==> src/rtl/block_stream_reader_pkg.sv <==
// Shared AXI constants, FSM state encoding and a small AXI sizing helper
// for the tiled frame reader.
package block_stream_reader_pkg;

    localparam logic [1:0] AXI_BURST_INCR  = 2'b01;
    localparam logic [1:0] AXI_RESP_OKAY   = 2'b00;
    localparam logic [1:0] AXI_RESP_SLVERR = 2'b10;

    typedef enum logic [1:0] {
        S_IDLE  = 2'd0,
        S_REQ   = 2'd1,
        S_WAIT  = 2'd2,
        S_DRAIN = 2'd3
    } state_t;

    // AXI ARSIZE encoding for a beat of the given byte count
    function automatic logic [2:0] axi_size(input int unsigned bytes);
        axi_size = 3'($clog2(bytes));
    endfunction

endpackage

==> src/rtl/block_stream_reader_fifo.sv <==
// Synchronous read-data FIFO. The head word is read straight from the
// storage array, so a word written on one edge is visible the next cycle.
module sync_fifo #(
    parameter int WIDTH = 32,
    parameter int DEPTH = 16
) (
    input  logic                   clk,
    input  logic                   rst,
    input  logic                   wr_en,
    input  logic [WIDTH-1:0]       wr_data,
    input  logic                   rd_en,
    output logic [WIDTH-1:0]       rd_data,
    output logic                   empty,
    output logic [$clog2(DEPTH):0] count
);
    localparam int AW = $clog2(DEPTH);

    logic [WIDTH-1:0] mem_q [DEPTH];
    logic [AW-1:0]    wptr_q;
    logic [AW-1:0]    rptr_q;
    logic [AW:0]      count_q;
    logic             full;
    logic             push;
    logic             pop;

    assign empty   = (count_q == '0);
    assign full    = (count_q == (AW+1)'(DEPTH));
    assign pop     = rd_en && !empty;
    assign push    = wr_en && (!full || pop);
    assign rd_data = mem_q[rptr_q];
    assign count   = count_q;

    // Storage array; payload needs no reset
    always_ff @(posedge clk) begin
        if (push) begin
            mem_q[wptr_q] <= wr_data;
        end
    end

    // Pointers and occupancy
    always_ff @(posedge clk or posedge rst) begin
        if (rst) begin
            wptr_q  <= '0;
            rptr_q  <= '0;
            count_q <= '0;
        end else begin
            if (push) wptr_q <= wptr_q + AW'(1);
            if (pop)  rptr_q <= rptr_q + AW'(1);
            case ({push, pop})
                2'b10:   count_q <= count_q + (AW+1)'(1);
                2'b01:   count_q <= count_q - (AW+1)'(1);
                default: count_q <= count_q;
            endcase
        end
    end

    // Upstream credit accounting guarantees a write never meets a full FIFO
    a_no_overflow: assert property (@(posedge clk) disable iff (rst)
        !(wr_en && full && !pop));

endmodule

==> src/rtl/block_stream_reader.sv <==
// AXI4 read master that walks a row-major frame tile by tile, one INCR
// burst per tile row, and emits a tagged valid/ready pixel stream.
module block_stream_reader
    import block_stream_reader_pkg::*;
#(
    parameter int ADDR_WIDTH = 32,
    parameter int DATA_WIDTH = 32,
    parameter int BLOCK_SIZE = 8,
    parameter int FIFO_DEPTH = 16
) (
    input  logic                  clk,
    input  logic                  rst,
    input  logic                  start,
    input  logic [ADDR_WIDTH-1:0] base_addr,
    input  logic [15:0]           frame_width,
    input  logic [15:0]           frame_height,
    output logic [ADDR_WIDTH-1:0] araddr,
    output logic [7:0]            arlen,
    output logic [2:0]            arsize,
    output logic [1:0]            arburst,
    output logic                  arvalid,
    input  logic                  arready,
    input  logic [DATA_WIDTH-1:0] rdata,
    input  logic [1:0]            rresp,
    input  logic                  rlast,
    input  logic                  rvalid,
    output logic                  rready,
    output logic [DATA_WIDTH-1:0] pix_data,
    output logic                  pix_valid,
    input  logic                  pix_ready,
    output logic                  pix_sof,
    output logic                  pix_eof,
    output logic                  pix_sob,
    output logic                  pix_eob,
    output logic [31:0]           blocks_per_frame,
    output logic                  busy,
    output logic                  done,
    output logic                  rresp_err
);
    localparam int BPW  = DATA_WIDTH / 8;
    localparam int LB   = $clog2(BLOCK_SIZE);
    localparam int LBPW = $clog2(BPW);
    localparam int CW   = $clog2(FIFO_DEPTH) + 1;
    localparam logic [LB-1:0]         R_LAST    = LB'(BLOCK_SIZE - 1);
    localparam logic [ADDR_WIDTH-1:0] TILE_STEP = ADDR_WIDTH'(BLOCK_SIZE * BPW);
    localparam logic [31:0]           CRED_LIM  = 32'(FIFO_DEPTH - BLOCK_SIZE);

    state_t                state_q, state_d;
    logic [ADDR_WIDTH-1:0] araddr_q, tile_addr_q, trow_addr_q, row_stride_q;
    logic [ADDR_WIDTH-1:0] tile_row_step;
    logic [15:0]           tiles_x_q, tiles_y_q, bx_q, by_q;
    logic [15:0]           tiles_x_in, tiles_y_in;
    logic [LB-1:0]         r_q, col_q, row_q, rbeat_q;
    logic [31:0]           bpf_q, blk_q, reserved;
    logic [CW-1:0]         outstanding_q, outstanding_d, fifo_count;
    logic                  rresp_err_q, eof_seen_q;
    logic                  start_acc, zero_in, ar_hs, last_burst;
    logic                  credit_now, credit_post, pix_hs, eob_w, eof_w;
    logic                  fifo_empty, drain_ok;

    assign tiles_x_in    = frame_width  >> LB;
    assign tiles_y_in    = frame_height >> LB;
    assign zero_in       = (tiles_x_in == 16'd0) || (tiles_y_in == 16'd0);
    assign start_acc     = start && (state_q == S_IDLE);
    assign ar_hs         = arvalid && arready;
    assign tile_row_step = row_stride_q << LB;
    assign last_burst    = (r_q == R_LAST) && (bx_q == tiles_x_q - 16'd1)
                           && (by_q == tiles_y_q - 16'd1);
    assign reserved      = 32'(fifo_count) + 32'(outstanding_q);
    assign credit_now    = reserved <= CRED_LIM;
    assign credit_post   = (reserved + 32'(BLOCK_SIZE)) <= CRED_LIM;
    assign pix_hs        = pix_valid && pix_ready;
    assign eob_w         = (col_q == R_LAST) && (row_q == R_LAST);
    assign eof_w         = eob_w && (blk_q == bpf_q - 32'd1);
    assign drain_ok      = fifo_empty && (outstanding_q == '0) && eof_seen_q;

    assign arlen            = 8'(BLOCK_SIZE - 1);
    assign arsize           = axi_size(BPW);
    assign arburst          = AXI_BURST_INCR;
    assign araddr           = araddr_q;
    assign rready           = !rst;
    assign blocks_per_frame = bpf_q;
    assign rresp_err        = rresp_err_q;
    assign pix_valid        = !fifo_empty;
    assign pix_sob          = pix_valid && (col_q == '0) && (row_q == '0);
    assign pix_eob          = pix_valid && eob_w;
    assign pix_sof          = pix_sob && (blk_q == 32'd0);
    assign pix_eof          = pix_valid && eof_w;

    sync_fifo #(
        .WIDTH (DATA_WIDTH),
        .DEPTH (FIFO_DEPTH)
    ) u_fifo (
        .clk     (clk),
        .rst     (rst),
        .wr_en   (rvalid && rready),
        .wr_data (rdata),
        .rd_en   (pix_ready),
        .rd_data (pix_data),
        .empty   (fifo_empty),
        .count   (fifo_count)
    );

    // FSM state register
    always_ff @(posedge clk or posedge rst) begin
        if (rst) state_q <= S_IDLE;
        else     state_q <= state_d;
    end

    // FSM next state: issue bursts while credit allows, then drain to EOF
    always_comb begin
        state_d = state_q;
        case (state_q)
            S_IDLE:  if (start)      state_d = zero_in ? S_DRAIN : S_REQ;
            S_REQ:   if (arready)    state_d = last_burst ? S_DRAIN
                                             : (credit_post ? S_REQ : S_WAIT);
            S_WAIT:  if (credit_now) state_d = S_REQ;
            S_DRAIN: if (drain_ok)   state_d = S_IDLE;
            default:                 state_d = S_IDLE;
        endcase
    end

    // FSM outputs
    always_comb begin
        arvalid = (state_q == S_REQ);
        busy    = (state_q != S_IDLE);
        done    = (state_q == S_DRAIN) && drain_ok;
    end

    // Frame geometry latch and incremental burst address walk
    always_ff @(posedge clk or posedge rst) begin
        if (rst) begin
            araddr_q     <= '0;
            tile_addr_q  <= '0;
            trow_addr_q  <= '0;
            row_stride_q <= '0;
            tiles_x_q    <= '0;
            tiles_y_q    <= '0;
            bx_q         <= '0;
            by_q         <= '0;
            r_q          <= '0;
            bpf_q        <= '0;
        end else if (start_acc) begin
            araddr_q     <= base_addr;
            tile_addr_q  <= base_addr;
            trow_addr_q  <= base_addr;
            row_stride_q <= ADDR_WIDTH'(tiles_x_in) << (LB + LBPW);
            tiles_x_q    <= tiles_x_in;
            tiles_y_q    <= tiles_y_in;
            bx_q         <= '0;
            by_q         <= '0;
            r_q          <= '0;
            bpf_q        <= 32'(tiles_x_in) * 32'(tiles_y_in);
        end else if (ar_hs) begin
            if (r_q != R_LAST) begin
                r_q      <= r_q + LB'(1);
                araddr_q <= araddr_q + row_stride_q;
            end else begin
                r_q <= '0;
                if (bx_q != tiles_x_q - 16'd1) begin
                    bx_q        <= bx_q + 16'd1;
                    tile_addr_q <= tile_addr_q + TILE_STEP;
                    araddr_q    <= tile_addr_q + TILE_STEP;
                end else begin
                    bx_q        <= '0;
                    by_q        <= by_q + 16'd1;
                    trow_addr_q <= trow_addr_q + tile_row_step;
                    tile_addr_q <= trow_addr_q + tile_row_step;
                    araddr_q    <= trow_addr_q + tile_row_step;
                end
            end
        end
    end

    // Outstanding beats: +BLOCK_SIZE per accepted AR, -1 per returned beat
    always_comb begin
        outstanding_d = outstanding_q;
        if (ar_hs) outstanding_d = outstanding_d + CW'(BLOCK_SIZE);
        if (rvalid && (outstanding_q != '0)) outstanding_d = outstanding_d - CW'(1);
    end

    // Read-side bookkeeping: credit, error flag, burst beat position
    always_ff @(posedge clk or posedge rst) begin
        if (rst) begin
            outstanding_q <= '0;
            rresp_err_q   <= 1'b0;
            rbeat_q       <= '0;
        end else begin
            outstanding_q <= outstanding_d;
            if (rvalid) rbeat_q <= rbeat_q + LB'(1);
            if (start_acc)                           rresp_err_q <= 1'b0;
            else if (rvalid && rresp != AXI_RESP_OKAY) rresp_err_q <= 1'b1;
        end
    end

    // Output-side tile counters that generate the stream tags
    always_ff @(posedge clk or posedge rst) begin
        if (rst) begin
            col_q      <= '0;
            row_q      <= '0;
            blk_q      <= '0;
            eof_seen_q <= 1'b0;
        end else if (start_acc) begin
            col_q      <= '0;
            row_q      <= '0;
            blk_q      <= '0;
            eof_seen_q <= zero_in;
        end else if (pix_hs) begin
            col_q <= col_q + LB'(1);
            if (col_q == R_LAST) begin
                row_q <= row_q + LB'(1);
                if (row_q == R_LAST) blk_q <= blk_q + 32'd1;
            end
            if (eof_w) eof_seen_q <= 1'b1;
        end
    end

    // Slave must mark exactly the last beat of each burst
    a_rlast_pos: assert property (@(posedge clk) disable iff (rst)
        rvalid |-> (rlast == (rbeat_q == R_LAST)));

endmodule

==> config.mk <==
export PLATFORM = sky130hd
export DESIGN_NAME = block_stream_reader
export DESIGN_NICKNAME = d
export VERILOG_FILES = /design/src/rtl/block_stream_reader_pkg.sv /design/src/rtl/block_stream_reader_fifo.sv /design/src/rtl/block_stream_reader.sv
export SDC_FILE = /design/constraint.sdc
export NUM_CORES = 2
export LEC_CHECK = 0
export CAP_MARGIN = 20
export CORE_MARGIN = 2
export CORE_UTILIZATION = 61
export CTS_CLUSTER_DIAMETER = 200
export CTS_CLUSTER_SIZE = 12
export DETAILED_ROUTE_END_ITERATION = 16
export GPL_TIMING_DRIVEN = 0
export PLACE_DENSITY_LB_ADDON = 0.05
export SLEW_MARGIN = 20
export SYNTH_ARGS = -nofsm -noshare
export SYNTH_HDL_FRONTEND = slang
export SYNTH_SLANG_ARGS = --single-unit
==> constraint.sdc <==
create_clock -name clk -period 14.9 [get_ports clk]
set_input_delay 4.47 -clock clk [delete_from_list [all_inputs] [get_ports clk]]
set_output_delay 4.47 -clock clk [all_outputs]
set_load 0.03 [all_outputs]
==> results.yml <==
worst_setup_path:
  worst_setup_path_start_kind: "primary input"
  critPathSlowestCell: "clkdlybuf4s50_1"
  reg2reg_to: "araddr[24]$_DFFE_PP0N_"
  critical_path_class: "primary input to output port"
  crit_path_end: "done"
  crit_chain: "clkdlybuf4s50_1, inv_1, o21ai_0, and3_1, clkdlybuf4s50_1"
  cpMostUsedCell: "clkdlybuf4s50_1"
  max_stage_delay_ns: 0.72
  r2r_cells: 13
  cp-end-kind: "output port"
  cp.required_ns: 10.43
  path_max_fanout: 5
  r2r_slack_ns: 10.63
  crit-reg2reg-launch: "row_stride_q[6]$_DFFE_PP0P_"
  critPathLaunch: "arready"
  arrival_ns: 6.52
yosys:
  avgSynthCellArea_um2: 12.4
  yosysWarnings: 0
  yosys.area.top_type: "edfxtp_1"
  synth_top_area_share_pct: 37.8
  synth_ff_type: "edfxtp_1"
  synth_cell_types: 86
  synth-edff-count: 512
  syn_area_um2: 40700
  synthTopCellsByArea: "edfxtp_1 38%, dfrtp_1 15%, mux4_2 8.9%"
  netlist_instances: 3291
  synth-seq-area-share_pct: 52.8
  synthArstFlopShare_pct: 32.2
  ys_seq_elements: 755
layout:
  final_core_util_pct: 70.7
  final_cell_mix: "512 x edfxtp_1, 410 x nand2_1, 243 x dfrtp_1"
  stdcell_area_um2: 46600
  synthToLayoutAreaGrowth_pct: 14.5
  nFillCells: 4496
  antenna_cells: 0
  multi_input_area_um2: 17800
  layout_commonest_cell: "edfxtp_1"
  nNetsFinal: 3977
  drive_above_1_share_pct: 9.83
  regArea_um2: 21500
detailed_routing:
  met1Wirelength_mm: 44.7
  drt-pass1-iter-count: 5
  drt.antenna.violating_nets: 0
  vias: 28631
  top_layer_used: "met5"
  drtIter0Drc: 2979
  met2_length_mm: 58.2
  vias_per_cell: 6.35
  wl_per_cell_um: 26.0
  routed_wl_mm: 117
  wl_met3_mm: 9.87
  route.detailed.drc: 0
floorplan:
  pin_count: 224
  die_area_um2: 68700
  floorplan.initialDensity_pct: 61.7
  die_width_um: 262
  die-height_um: 262
  core-area_um2: 65900
  rows: 94
global_route:
  grt_pass1_vias: 29311
  grt_max_degree: 101
  antenna_found_initial: 4
  grt_pass1_wl_mm: 177
  gr-usage-all-layers_pct: 34.9
  overflow: 0
flow_run:
  maxCapViolCount: 0
clock_network:
  h-tree-depth: 3
  cts_root_buffer: "clkbuf_16"
  tritoncts: "done"
  clkSinkCount: 755
  clk_path_buf_depth: 3
  postCtsSetupRepairBufs: 0
  path_clk_slew_ns: 0.07
  clk_latency_ns: 0.66
  cts_buffers: 72
  cts-resized-gates: 0
  cts_hold_buf: 0
timing:
  fmax_ghz: 0.0910
  fin_crit_sh_pct: 73.7
  drv_slew: 0
  worstMarginPinSlew_ns: 1.19
  fin_setup_tns_ns: 0
  slew_headroom_pct: 21.0
  hold_ws_ns: 0.486
  worst_clock_skew_ns: 0.0446
  fin_crit_ns: 10.99
  rsz0062_at_grt: "false"
  setup_violations: 0
  finalHoldViolations: 0
pwr:
  powerDensity_nw_per_um2: 193
  switchingPower_uw: 3720
  seq_power_share_pct: 31.7
  intPower_uw: 5260
  ir_drop_mv: 0.160
  comb_power_share_pct: 49.2
  leakage_uw: 0.0180
  netSwitchingFraction_pct: 41.5
  p_clk_share_pct: 19.0
place:
  gp_congestion: 0.940
  numPortBuffers: 197
  place_area_um2: 44500
  hpwl_mm: 80.1
status:
  status: "complete, no violations"
worst_hold_path:
  worst_hold_path_type: "flop to flop"
## how the worst min path moves through the flow
stage                          startpoint                          to  slack (ns)  cells past startpoint
6_report       trow_addr_q[4]$_DFFE_PP0P_  trow_addr_q[4]$_DFFE_PP0P_        0.49                      2
5_1_grt             araddr[1]$_DFFE_PP0P_       araddr[1]$_DFFE_PP0P_        0.51                      1
4_1_cts        tile_addr_q[4]$_DFFE_PP0P_  tile_addr_q[4]$_DFFE_PP0P_        0.48                      1
3_5_place_dp        araddr[4]$_DFFE_PP0P_       araddr[4]$_DFFE_PP0P_        0.47                      1
3_3_place_gp   trow_addr_q[0]$_DFFE_PP0P_  trow_addr_q[0]$_DFFE_PP0P_        0.46                      2
2_1_floorplan  trow_addr_q[6]$_DFFE_PP0P_  trow_addr_q[6]$_DFFE_PP0P_        0.45                      2
## worst max-delay path: cells and delay by family
kind / cells / cell delay, ns
buffers and inverters: 3 / 1.47
and+or+nand+nor: 1 / 0.34
AOI/OAI and AO/OA: 1 / 0.23
## kinds of logic after synthesis
logic type | after synthesis | share of synthesized area [%]
other | 2 | 0.0185
AOI/OAI and AO/OA | 471 | 7.22
buffers and inverters | 410 | 4.00
and+or+nand+nor | 1001 | 11.7
muxes | 193 | 9.70
xor gates and xnor gates | 206 | 4.44
adders and majority gates | 253 | 10.1
DFF | 755 | 52.8
## stage by stage
stage	setup slack, ns	power, uW	std cells
after floorplan	0.790	5810	3308
after detailed placement	3.79	7210	4406
after CTS	3.99	8960	4504
after global placement	-4.01	7080	4369
final	3.91	8980	4507
after global routing	3.86	9460	4507
## Yosys cell counts (all sizes together), types with 29 or more instances
| library cell | instances |
|---|---|
| fa | 125 |
| and2 | 93 |
| edfxtp | 512 |
| a21oi | 108 |
| buf | 50 |
| and3 | 36 |
| xor2 | 92 |
| ha | 128 |
| xnor2 | 114 |
| o21ai | 161 |
| mux4 | 160 |
| nand4 | 45 |
| a31oi | 32 |
| nand2 | 412 |
| nor4 | 30 |
| nor2 | 179 |
| a21o | 29 |
| dfrtp | 243 |
| inv | 238 |
| nor3 | 49 |
| nand3 | 62 |
| clkbuf | 121 |
## cell type report
class                   instances  area share (%)
well taps                     864            2.32
inverters                     239            1.94
plain buffers                 171            1.58
clock inverters                 7           0.408
multi-input cells            2143            38.1
clock buffers                  91            4.02
flip-flops and latches        755            46.1
repair buffers                237            5.50
## power groups by stage
stage	Clock [uW]	Sequential, uW	Combinational, uW
after global routing	1790	2880	4780
final	1710	2850	4420
after global placement	0	2870	4200
after detailed placement	0	2880	4330
after floorplan	0	2910	2890
after CTS	1730	2840	4390
## flip-flops by register name (all words and copies together) (netlist names), 3 cells and up
register,flops
u_fifo.rptr_q,4
row_q,3
r_q,3
araddr,32
u_fifo.count,5
by_q,16
row_stride_q,13
trow_addr_q,32
col_q,3
blocks_per_frame,26
u_fifo.mem_q,512
bx_q,16
u_fifo.wptr_q,4
outstanding_q,5
tile_addr_q,32
tiles_y_q,13
blk_q,32
## per-layer routing
metal | global-route usage [%] | up-vias
met4 | 13.5 | 4
met5 | 0 | -
li1 | - | 12421
met2 | 58.3 | 1465
met1 | 45.7 | 14460
met3 | 6.41 | 281
Power figures use the tool's default switching activity.
